## src/rtl/cond_pkg.sv

```systemverilog
// Shared types for conditional execution: ARM condition codes, NZCV flag struct, FlagW masks.
package cond_pkg;

    typedef enum logic [3:0] {
        EQ = 4'b0000, NE = 4'b0001, CS = 4'b0010, CC = 4'b0011,
        MI = 4'b0100, PL = 4'b0101, VS = 4'b0110, VC = 4'b0111,
        HI = 4'b1000, LS = 4'b1001, GE = 4'b1010, LT = 4'b1011,
        GT = 4'b1100, LE = 4'b1101, AL = 4'b1110
    } cond_e;

    typedef struct packed {
        logic n;
        logic z;
        logic c;
        logic v;
    } flags_t;

    localparam logic [1:0] FLAGW_NZ = 2'b10;
    localparam logic [1:0] FLAGW_CV = 2'b01;

endpackage

```

## src/rtl/cond_check.sv

```systemverilog
// Pure combinational ARM condition evaluator; shared with the decode-stage branch predictor.
module cond_check
    import cond_pkg::*;
(
    input  logic [3:0] cond,
    input  flags_t     flags,
    output logic       cond_ex
);

    always_comb begin
        cond_ex = 1'b1;
        case (cond_e'(cond))
            EQ: cond_ex = flags.z;
            NE: cond_ex = ~flags.z;
            CS: cond_ex = flags.c;
            CC: cond_ex = ~flags.c;
            MI: cond_ex = flags.n;
            PL: cond_ex = ~flags.n;
            VS: cond_ex = flags.v;
            VC: cond_ex = ~flags.v;
            HI: cond_ex = flags.c & ~flags.z;
            LS: cond_ex = ~flags.c | flags.z;
            GE: cond_ex = (flags.n == flags.v);
            LT: cond_ex = (flags.n != flags.v);
            GT: cond_ex = ~flags.z & (flags.n == flags.v);
            LE: cond_ex = flags.z | (flags.n != flags.v);
            default: cond_ex = 1'b1;  // AL and the unused 1111 encoding
        endcase
    end

endmodule

```

## src/rtl/cond_exec_stage.sv

```systemverilog
// Registered conditional-execution stage (Execute -> Memory) with per-context NZCV banks.
// Optional squash counter enabled by defining COND_SQUASH_CNT_EN.
module cond_exec_stage
    import cond_pkg::*;
#(
    parameter int NUM_CTX = 2,
    parameter int CTX_W   = 1,
    parameter int CNT_W   = 16
) (
    input  logic             CLK,
    input  logic             RESET,
    input  logic             i_valid,
    input  logic             i_stall,
    input  logic             i_flush,
    input  logic [CTX_W-1:0] i_ctx,
    input  logic [3:0]       Cond,
    input  logic [1:0]       FlagW,
    input  logic             PCS,
    input  logic             RegW,
    input  logic             MemW,
    input  logic             NoWrite,
    input  logic [3:0]       ALUFlags,
    output logic             o_valid,
    output logic             PCSrc,
    output logic             RegWrite,
    output logic             MemWrite,
    output logic [CTX_W-1:0] o_ctx,
    output logic [3:0]       Flags,
    output logic [CNT_W-1:0] squash_cnt
);

    flags_t           bank_q [NUM_CTX];
    flags_t           bank_d [NUM_CTX];
    logic             valid_q, valid_d;
    logic             pcsrc_q, pcsrc_d;
    logic             regwrite_q, regwrite_d;
    logic             memwrite_q, memwrite_d;
    logic [CTX_W-1:0] ctx_q, ctx_d;
    logic [CTX_W-1:0] ctx_eff;
    flags_t           cur_flags;
    logic             cond_ex;
    logic             accept;

    // Out-of-range context ids alias onto bank 0.
    assign ctx_eff   = (int'(i_ctx) < NUM_CTX) ? i_ctx : '0;
    assign cur_flags = bank_q[ctx_eff];
    assign accept    = i_valid & ~i_stall & ~i_flush;

    cond_check u_cond_check (
        .cond    (Cond),
        .flags   (cur_flags),
        .cond_ex (cond_ex)
    );

    always_comb begin
        bank_d     = bank_q;
        valid_d    = valid_q;
        pcsrc_d    = pcsrc_q;
        regwrite_d = regwrite_q;
        memwrite_d = memwrite_q;
        ctx_d      = ctx_q;
        if (i_flush) begin
            valid_d    = 1'b0;
            pcsrc_d    = 1'b0;
            regwrite_d = 1'b0;
            memwrite_d = 1'b0;
        end else if (!i_stall) begin
            valid_d    = i_valid;
            pcsrc_d    = i_valid & PCS & cond_ex;
            regwrite_d = i_valid & RegW & ~NoWrite & cond_ex;
            memwrite_d = i_valid & MemW & cond_ex;
            if (i_valid) ctx_d = ctx_eff;
        end
        if (accept && cond_ex) begin
            if ((FlagW & FLAGW_NZ) != 2'b00) begin
                bank_d[ctx_eff].n = ALUFlags[3];
                bank_d[ctx_eff].z = ALUFlags[2];
            end
            if ((FlagW & FLAGW_CV) != 2'b00) begin
                bank_d[ctx_eff].c = ALUFlags[1];
                bank_d[ctx_eff].v = ALUFlags[0];
            end
        end
    end

    always_ff @(posedge CLK) begin
        if (RESET) begin
            for (int i = 0; i < NUM_CTX; i++) bank_q[i] <= '0;
            valid_q    <= 1'b0;
            pcsrc_q    <= 1'b0;
            regwrite_q <= 1'b0;
            memwrite_q <= 1'b0;
            ctx_q      <= '0;
        end else begin
            for (int i = 0; i < NUM_CTX; i++) bank_q[i] <= bank_d[i];
            valid_q    <= valid_d;
            pcsrc_q    <= pcsrc_d;
            regwrite_q <= regwrite_d;
            memwrite_q <= memwrite_d;
            ctx_q      <= ctx_d;
        end
    end

`ifdef COND_SQUASH_CNT_EN
    logic [CNT_W-1:0] squash_cnt_q, squash_cnt_d;

    // Saturating count of accepted instructions whose condition failed.
    always_comb begin
        squash_cnt_d = squash_cnt_q;
        if (accept && !cond_ex && (squash_cnt_q != '1)) squash_cnt_d = squash_cnt_q + 1'b1;
    end

    always_ff @(posedge CLK) begin
        if (RESET) squash_cnt_q <= '0;
        else       squash_cnt_q <= squash_cnt_d;
    end

    assign squash_cnt = squash_cnt_q;
`else
    assign squash_cnt = '0;
`endif

    assign o_valid  = valid_q;
    assign PCSrc    = pcsrc_q;
    assign RegWrite = regwrite_q;
    assign MemWrite = memwrite_q;
    assign o_ctx    = ctx_q;
    assign Flags    = cur_flags;

endmodule

```

## config.mk

```make
export PLATFORM = sky130hd
export DESIGN_NAME = cond_exec_stage
export DESIGN_NICKNAME = d
export VERILOG_FILES = /design/src/rtl/cond_pkg.sv /design/src/rtl/cond_check.sv /design/src/rtl/cond_exec_stage.sv
export SDC_FILE = /design/constraint.sdc
export NUM_CORES = 1
export LEC_CHECK = 0
export CAP_MARGIN = 5
export CORE_ASPECT_RATIO = 0.6
export CORE_MARGIN = 2
export CORE_UTILIZATION = 40
export CTS_CLUSTER_SIZE = 8
export DETAILED_ROUTE_END_ITERATION = 8
export GPL_TIMING_DRIVEN = 0
export HOLD_SLACK_MARGIN = 0.02
export MAX_ROUTING_LAYER = met4
export PLACE_DENSITY = 0.87
export SLEW_MARGIN = 20
export SYNTH_ARGS = -nofsm -noshare
export SYNTH_HDL_FRONTEND = slang
export SYNTH_SLANG_ARGS = --single-unit
```

## constraint.sdc

```tcl
create_clock -name CLK -period 3.55 [get_ports CLK]
set_clock_uncertainty 0.1 [all_clocks]
set_input_delay 0.5325 -clock CLK [delete_from_list [all_inputs] [get_ports CLK]]
set_output_delay 0.5325 -clock CLK [all_outputs]
set_load 0.005 [all_outputs]
```

==> qor.yml, run 1 <==
status:
  outcome: "complete, no violations"
worst_setup_path:
  crit_arrival_ns: 2.79
  crit_type: "in -> reg"
  critPathMaxStageDelay_ns: 0.60
  crit_path_max_fanout: 7
  required_ns: 3.58
  path_cells: "clkdlybuf4s50_1, mux4_1, mux2i_1, mux2i_1, o211ai_2, o211a_1, mux2i_1"
  r2r_setup_slack_ns: 1.42
  path_common_cell: "mux2i_1"
  start_kind: "primary input"
  cp_slowest_cell: "clkdlybuf4s50_1"
  critPathCaptureType: "flop"
sta:
  holdWs_ns: 0.3620
  fin_tns_setup_ns: 0
  fin_crit_ns: 2.763
  maxSlewViolCount: 0
  fmax_mhz: 362.0
  hold_violations: 0
  setup_slack_ns: 0.7875
  setup_viol: 0
  rsz0062_at_grt: "false"
  fin_crit_sh: 0.7782
floorplan:
  rows: 13
  die_width_um: 66.45
  die_area_um2: 2755
  die_h_um: 41.47
  initial_core_util: 0.4262
  coreArea_um2: 2196
  ioPinCount: 45
synth:
  ys_top_cells_by_area: "dfxtp_1 28%, buf_4 13%, mux2i_1 12%"
  yosys_warnings: 0
  synth_cell_types: 25
  avgSynthCellArea_um2: 9.266
  yosysSeqAreaShare: 0.2781
  syn_area_um2: 935.9
  yosys.area.top_type: "dfxtp_1"
  synth-seq-cells: 13
  yosys.area.top_type_share: 0.2781
  syn_inst: 101
finish:
  drive_gt1_frac: 0.2177
  fin_nets: 168
  final_core_utilization: 0.6131
  final_common_cell: "clkdlybuf4s50_1"
  area_delta_synth_final_pct: 43.85
  layoutNonFillerInstCount: 177
  layout_common_cells: "27 x clkdlybuf4s50_1, 16 x buf_4, 16 x conb_1"
  diodes: 0
detailed_routing:
  vias: 806
  wl_per_cell_um: 10.90
  drc: 0
  vias_per_cell: 4.554
  ant_nets: 0
  routed_wl_um: 1930
  firstDrtPassIters: 3
  drt-initial-drc-count: 15
power_and_ir_drop:
  peakVddDrop_uv: 232.1
  p_per_area_nw_per_um2: 264.7
  p_leak_nw: 0.6405
clock_network:
  worstSkewPairLatency_ns: 0.24
  cts_hold_buf: 0
  cts_setup_buffers: 0
  cts_sinks: 13
  cts_tree: "yes"
  cts_made_buffers: 3
  htreeDepth: 1
  cts.repair.resized: 0
  path_clk_slew_ns: 0.06
  root_buffer: "clkbuf_8"
  clock_path_buffers: 2
min_path:
  hold_path.class: "reg -> reg"
placed_design:
  placed_cells: 173
  place_hpwl_um: 1623
  portBuffers: 27
  gp_congestion: 0.7549
  dp_slack_ns: 0.5429
grt:
  grt_pass1_wl_um: 3132
  grt_use_total: 0.1490
  antenna_found_initial: 0
  grt_max_degree: 11
  grt_overflow: 0
  grt_pass1_vias: 750
run:
  drv_cap: 0
## final timing paths
check	startpoint	end	depth (start not counted)
max reg2reg	bank_q[7]	bank_q[7]	6
min reg2reg	MemWrite	MemWrite	2
max	Cond[2]	bank_q[7]	7
min	MemWrite	MemWrite	2
## sequential cells by signal, indices dropped and copies added, names as in the netlist
signal    flops
MemWrite      1
PCSrc         1
bank_q        8
o_valid       1
RegWrite      1
o_ctx         1
## cell families after synthesis
logic type,share of synthesized area
multiplexers,0.2179
flip-flops,0.2781
AND/OR/NAND/NOR,0.1511
AO/OA/AOI/OAI,0.1644
other,0.004007
XOR/XNOR,0.02808
buffers and inverters,0.1564
## through the flow
| step | power (mW) | area, um2 |
|---|---|---|
| floorplan | 0.1949 | 992.2 |
| global placement | 0.2247 | 1300 |
| detailed placement | 0.2265 | 1300 |
| CTS | 0.3592 | 1346 |
| global route | 0.3728 | 1346 |
| finish | 0.3564 | 1346 |
## where the power goes
part	leakage [nW]	total (mW)	internal (mW)	switching (mW)
sequential	0.105	0.149	0.148	0.00122
combinational	0.510	0.0749	0.0448	0.0301
clock	0.0255	0.133	0.0775	0.0550
## area by class of cell
class,count,area [um2]
Clock buffer,3,41.29
Inverter,3,11.26
Sequential cell,13,260.3
Timing Repair Buffer,27,270.3
Multi-Input combinational cell,82,585.6
Clock inverter,1,5.005
Fill cell,208,849.6
Buffer,18,135.1
Tap cell,30,37.54
## critical path: cells and delay by family
family                 cells  cell delay [ns]
multiplexers               4             1.13
buffers and inverters      1             0.60
AO/OA/AOI/OAI              2             0.52
## metal layers
layer  track usage  wire, um  vias to the layer above  share of wire
met2        0.2540       916                       22           0.47
met3       0.05149       111                        0          0.058
met4       0.01224         0                        0              0
met5             -         0                        -              0
met1        0.1776       903                      366           0.47
li1              -         -                      418              -
## synth_stat cells
cell type,n
a211o_1,2
a211o_2,1
a21oi_1,7
buf_4,16
buf_6,1
clkbuf_1,1
conb_1,1
dfxtp_1,13
inv_1,2
inv_2,1
mux2_2,4
mux2i_1,11
mux4_1,1
mux4_2,1
nand2_1,5
nand2b_1,13
nor2_1,6
nor2b_1,2
o2111ai_1,1
o211a_1,3
o211ai_1,2
o211ai_2,3
or2_2,1
xnor2_1,1
xor2_1,2
Note: power is estimated with default switching activity, not from simulation.
==> run 2: changes to the inputs <==
Clock period 3.55 ns to 2.6 ns, I/O delays scaled along.
==> run 2 against run 1 <==
Net effect:
- sequential power rose by 36%
- wire length fell by 0.21%
- power up 36%
- sequential share of layout area barely moved
- clock power grew 35%
- count of clock-buffer cells in the layout is the same
- first-iteration DRC count rose by 6.7%
- cell count unchanged
- register-to-register slack worse by 0.95 ns
- flip-flop and latch count stayed put
- combinational power grew 36%
- non-clock buffer count unchanged
- critical endpoint unchanged
- highest routed layer unchanged
==> qor.yml, run 2 (same netlist as run 1, synthesis figures left out) <==
grt:
  antenna_found_initial: 0  # unchanged
  grt_pass1_vias: 750  # unchanged
  grt_overflow: 0  # unchanged
  grt_max_degree: 11  # unchanged
  grt_pass1_wl_um: 3132  # unchanged
  grt_use_total: 0.1490  # unchanged
clock_network:
  cts_tree: "yes"
  cts_setup_buffers: 0  # unchanged
  worstSkewPairLatency_ns: 0.24  # about the same
  clock_path_buffers: 2  # unchanged
  cts_made_buffers: 3  # unchanged
  root_buffer: "clkbuf_8"
  path_clk_slew_ns: 0.06  # about the same
  htreeDepth: 1  # unchanged
  cts_sinks: 13  # unchanged
worst_setup_path:
  crit_arrival_ns: 2.37  # -0.42 ns
  path_common_cell: "mux2i_1"
  crit_path_max_fanout: 7  # unchanged
  critPathCaptureType: "flop"
  start_kind: "primary input"
  crit_type: "in -> reg"
  cp_slowest_cell: "mux4_1"
  critPathMaxStageDelay_ns: 0.57  # -0.03 ns
  required_ns: 2.62  # -0.96 ns
  path_cells: "dlygate4sd2_1, mux4_1, mux2i_1, mux2i_1, o211ai_2, o211a_1, mux2i_1"
power_and_ir_drop:
  peakVddDrop_uv: 314.1  # +35%
  p_per_area_nw_per_um2: 360.9  # +36%
  p_leak_nw: 0.6419  # +0.21%
sta:
  holdWs_ns: 0.3619  # -0.00005800 ns
  setup_viol: 0  # unchanged
  fin_crit_sh: 0.9031
  fmax_mhz: 425.9
  maxSlewViolCount: 0  # unchanged
  fin_crit_ns: 2.348
  rsz0062_at_grt: "false"
  hold_violations: 0  # unchanged
finish:
  layout_common_cells: "26 x clkdlybuf4s50_1, 16 x buf_4, 16 x conb_1"
  largest_register_ffs: 8  # unchanged
  fin_nets: 168  # unchanged
  drive_gt1_frac: 0.2177  # unchanged
  final_common_cell: "clkdlybuf4s50_1"
  fillCellCount: 208  # unchanged
  area_delta_synth_final_pct: 43.72  # about the same
  top_register: "bank_q"
  diodes: 0  # unchanged
  final_core_utilization: 0.6125  # about the same
min_path:
  hold_path.class: "reg -> reg"
detailed_routing:
  ant_nets: 0  # unchanged
  vias_per_cell: 4.571  # +0.37%
  drt-initial-drc-count: 16  # +1
  routed_wl_um: 1926  # -0.21%
  drc: 0  # unchanged
  firstDrtPassIters: 2  # -1
  vias: 809  # +0.37%
  wl_per_cell_um: 10.88  # -0.21%
placed_design:
  gp_congestion: 0.7549  # unchanged
  portBuffers: 27  # unchanged
  place_hpwl_um: 1623  # unchanged
status:
  outcome: "complete, no violations"
floorplan:
  die_area_um2: 2755  # unchanged
  initial_core_util: 0.4262  # unchanged
  die_h_um: 41.47  # unchanged
  rows: 13  # unchanged
  coreArea_um2: 2196  # unchanged
  ioPinCount: 45  # unchanged
  die_width_um: 66.45  # unchanged
run:
  drv_cap: 0  # unchanged
## run 2: cell types whose count changed in the layout (fill, tap and decap cells not counted)
cell	delta
clkdlybuf4s50_1	-1
dlygate4sd2_1	+1
## run 2: worst paths after layout
check	startpoint	endpoint	slack, ns	cells after the start
worst max-delay path	Cond[2]	bank_q[7]	0.25	7
worst min-delay path	MemWrite	MemWrite	0.36	2
worst max register to register	bank_q[7]	bank_q[7]	0.47	6
worst min register to register	MemWrite	MemWrite	0.36	2
## run 2: repair_timing
action,in CTS,in global routing
setup endpoints to repair,2,0
hold buffers,0,0
resized for setup,1,0
## run 2: report_power, final
part           internal, mW  switching (mW)  leakage (nW)  total [mW]
Sequential            0.202         0.00168         0.105       0.203
Combinational        0.0606          0.0412         0.511       0.102
Clock                 0.106          0.0746        0.0255       0.180
## run 2: final cells by class
cell class,instances,area (um2),share of cell area
repair buffers,27,269.0,0.2000
well taps,30,37.54,0.02791
flip-flops and latches,13,260.3,0.1935
clock buffers,3,41.29,0.03070
clock inverters,1,5.005,0.003721
multi-input cells,82,585.6,0.4353
plain buffers,18,135.1,0.1005
inverters,3,11.26,0.008372
## run 2: stage by stage
step / power, mW / instances / setup TNS, ns / setup WS [ns] / cell area, um2
after global routing: 0.5085 / 177 / 0 / 0.1180 / 1345
after CTS: 0.4898 / 177 / 0 / 0.2610 / 1345
final: 0.4855 / 177 / 0 / 0.2520 / 1345
after floorplan: 0.2661 / 116 / 0 / 0.4510 / 992.2
after global placement: 0.3068 / 173 / -2.045 / -0.2311 / 1300
after detailed placement: 0.3092 / 173 / -2.360 / -0.2646 / 1300
## run 2: worst max-delay path: cells and delay by family
kind | cells | cell delay, ns
multiplexers | 4 | 1.13
buffers and inverters | 1 | 0.32
AO/OA/AOI/OAI | 2 | 0.52
## run 2: routing by layer
metal	GRT usage	vias to the layer above	routed length [um]
met4	0.01224	0	0
li1	-	417	-
met2	0.2540	22	910
met3	0.05149	0	111
met1	0.1776	370	904
met5	-	-	0
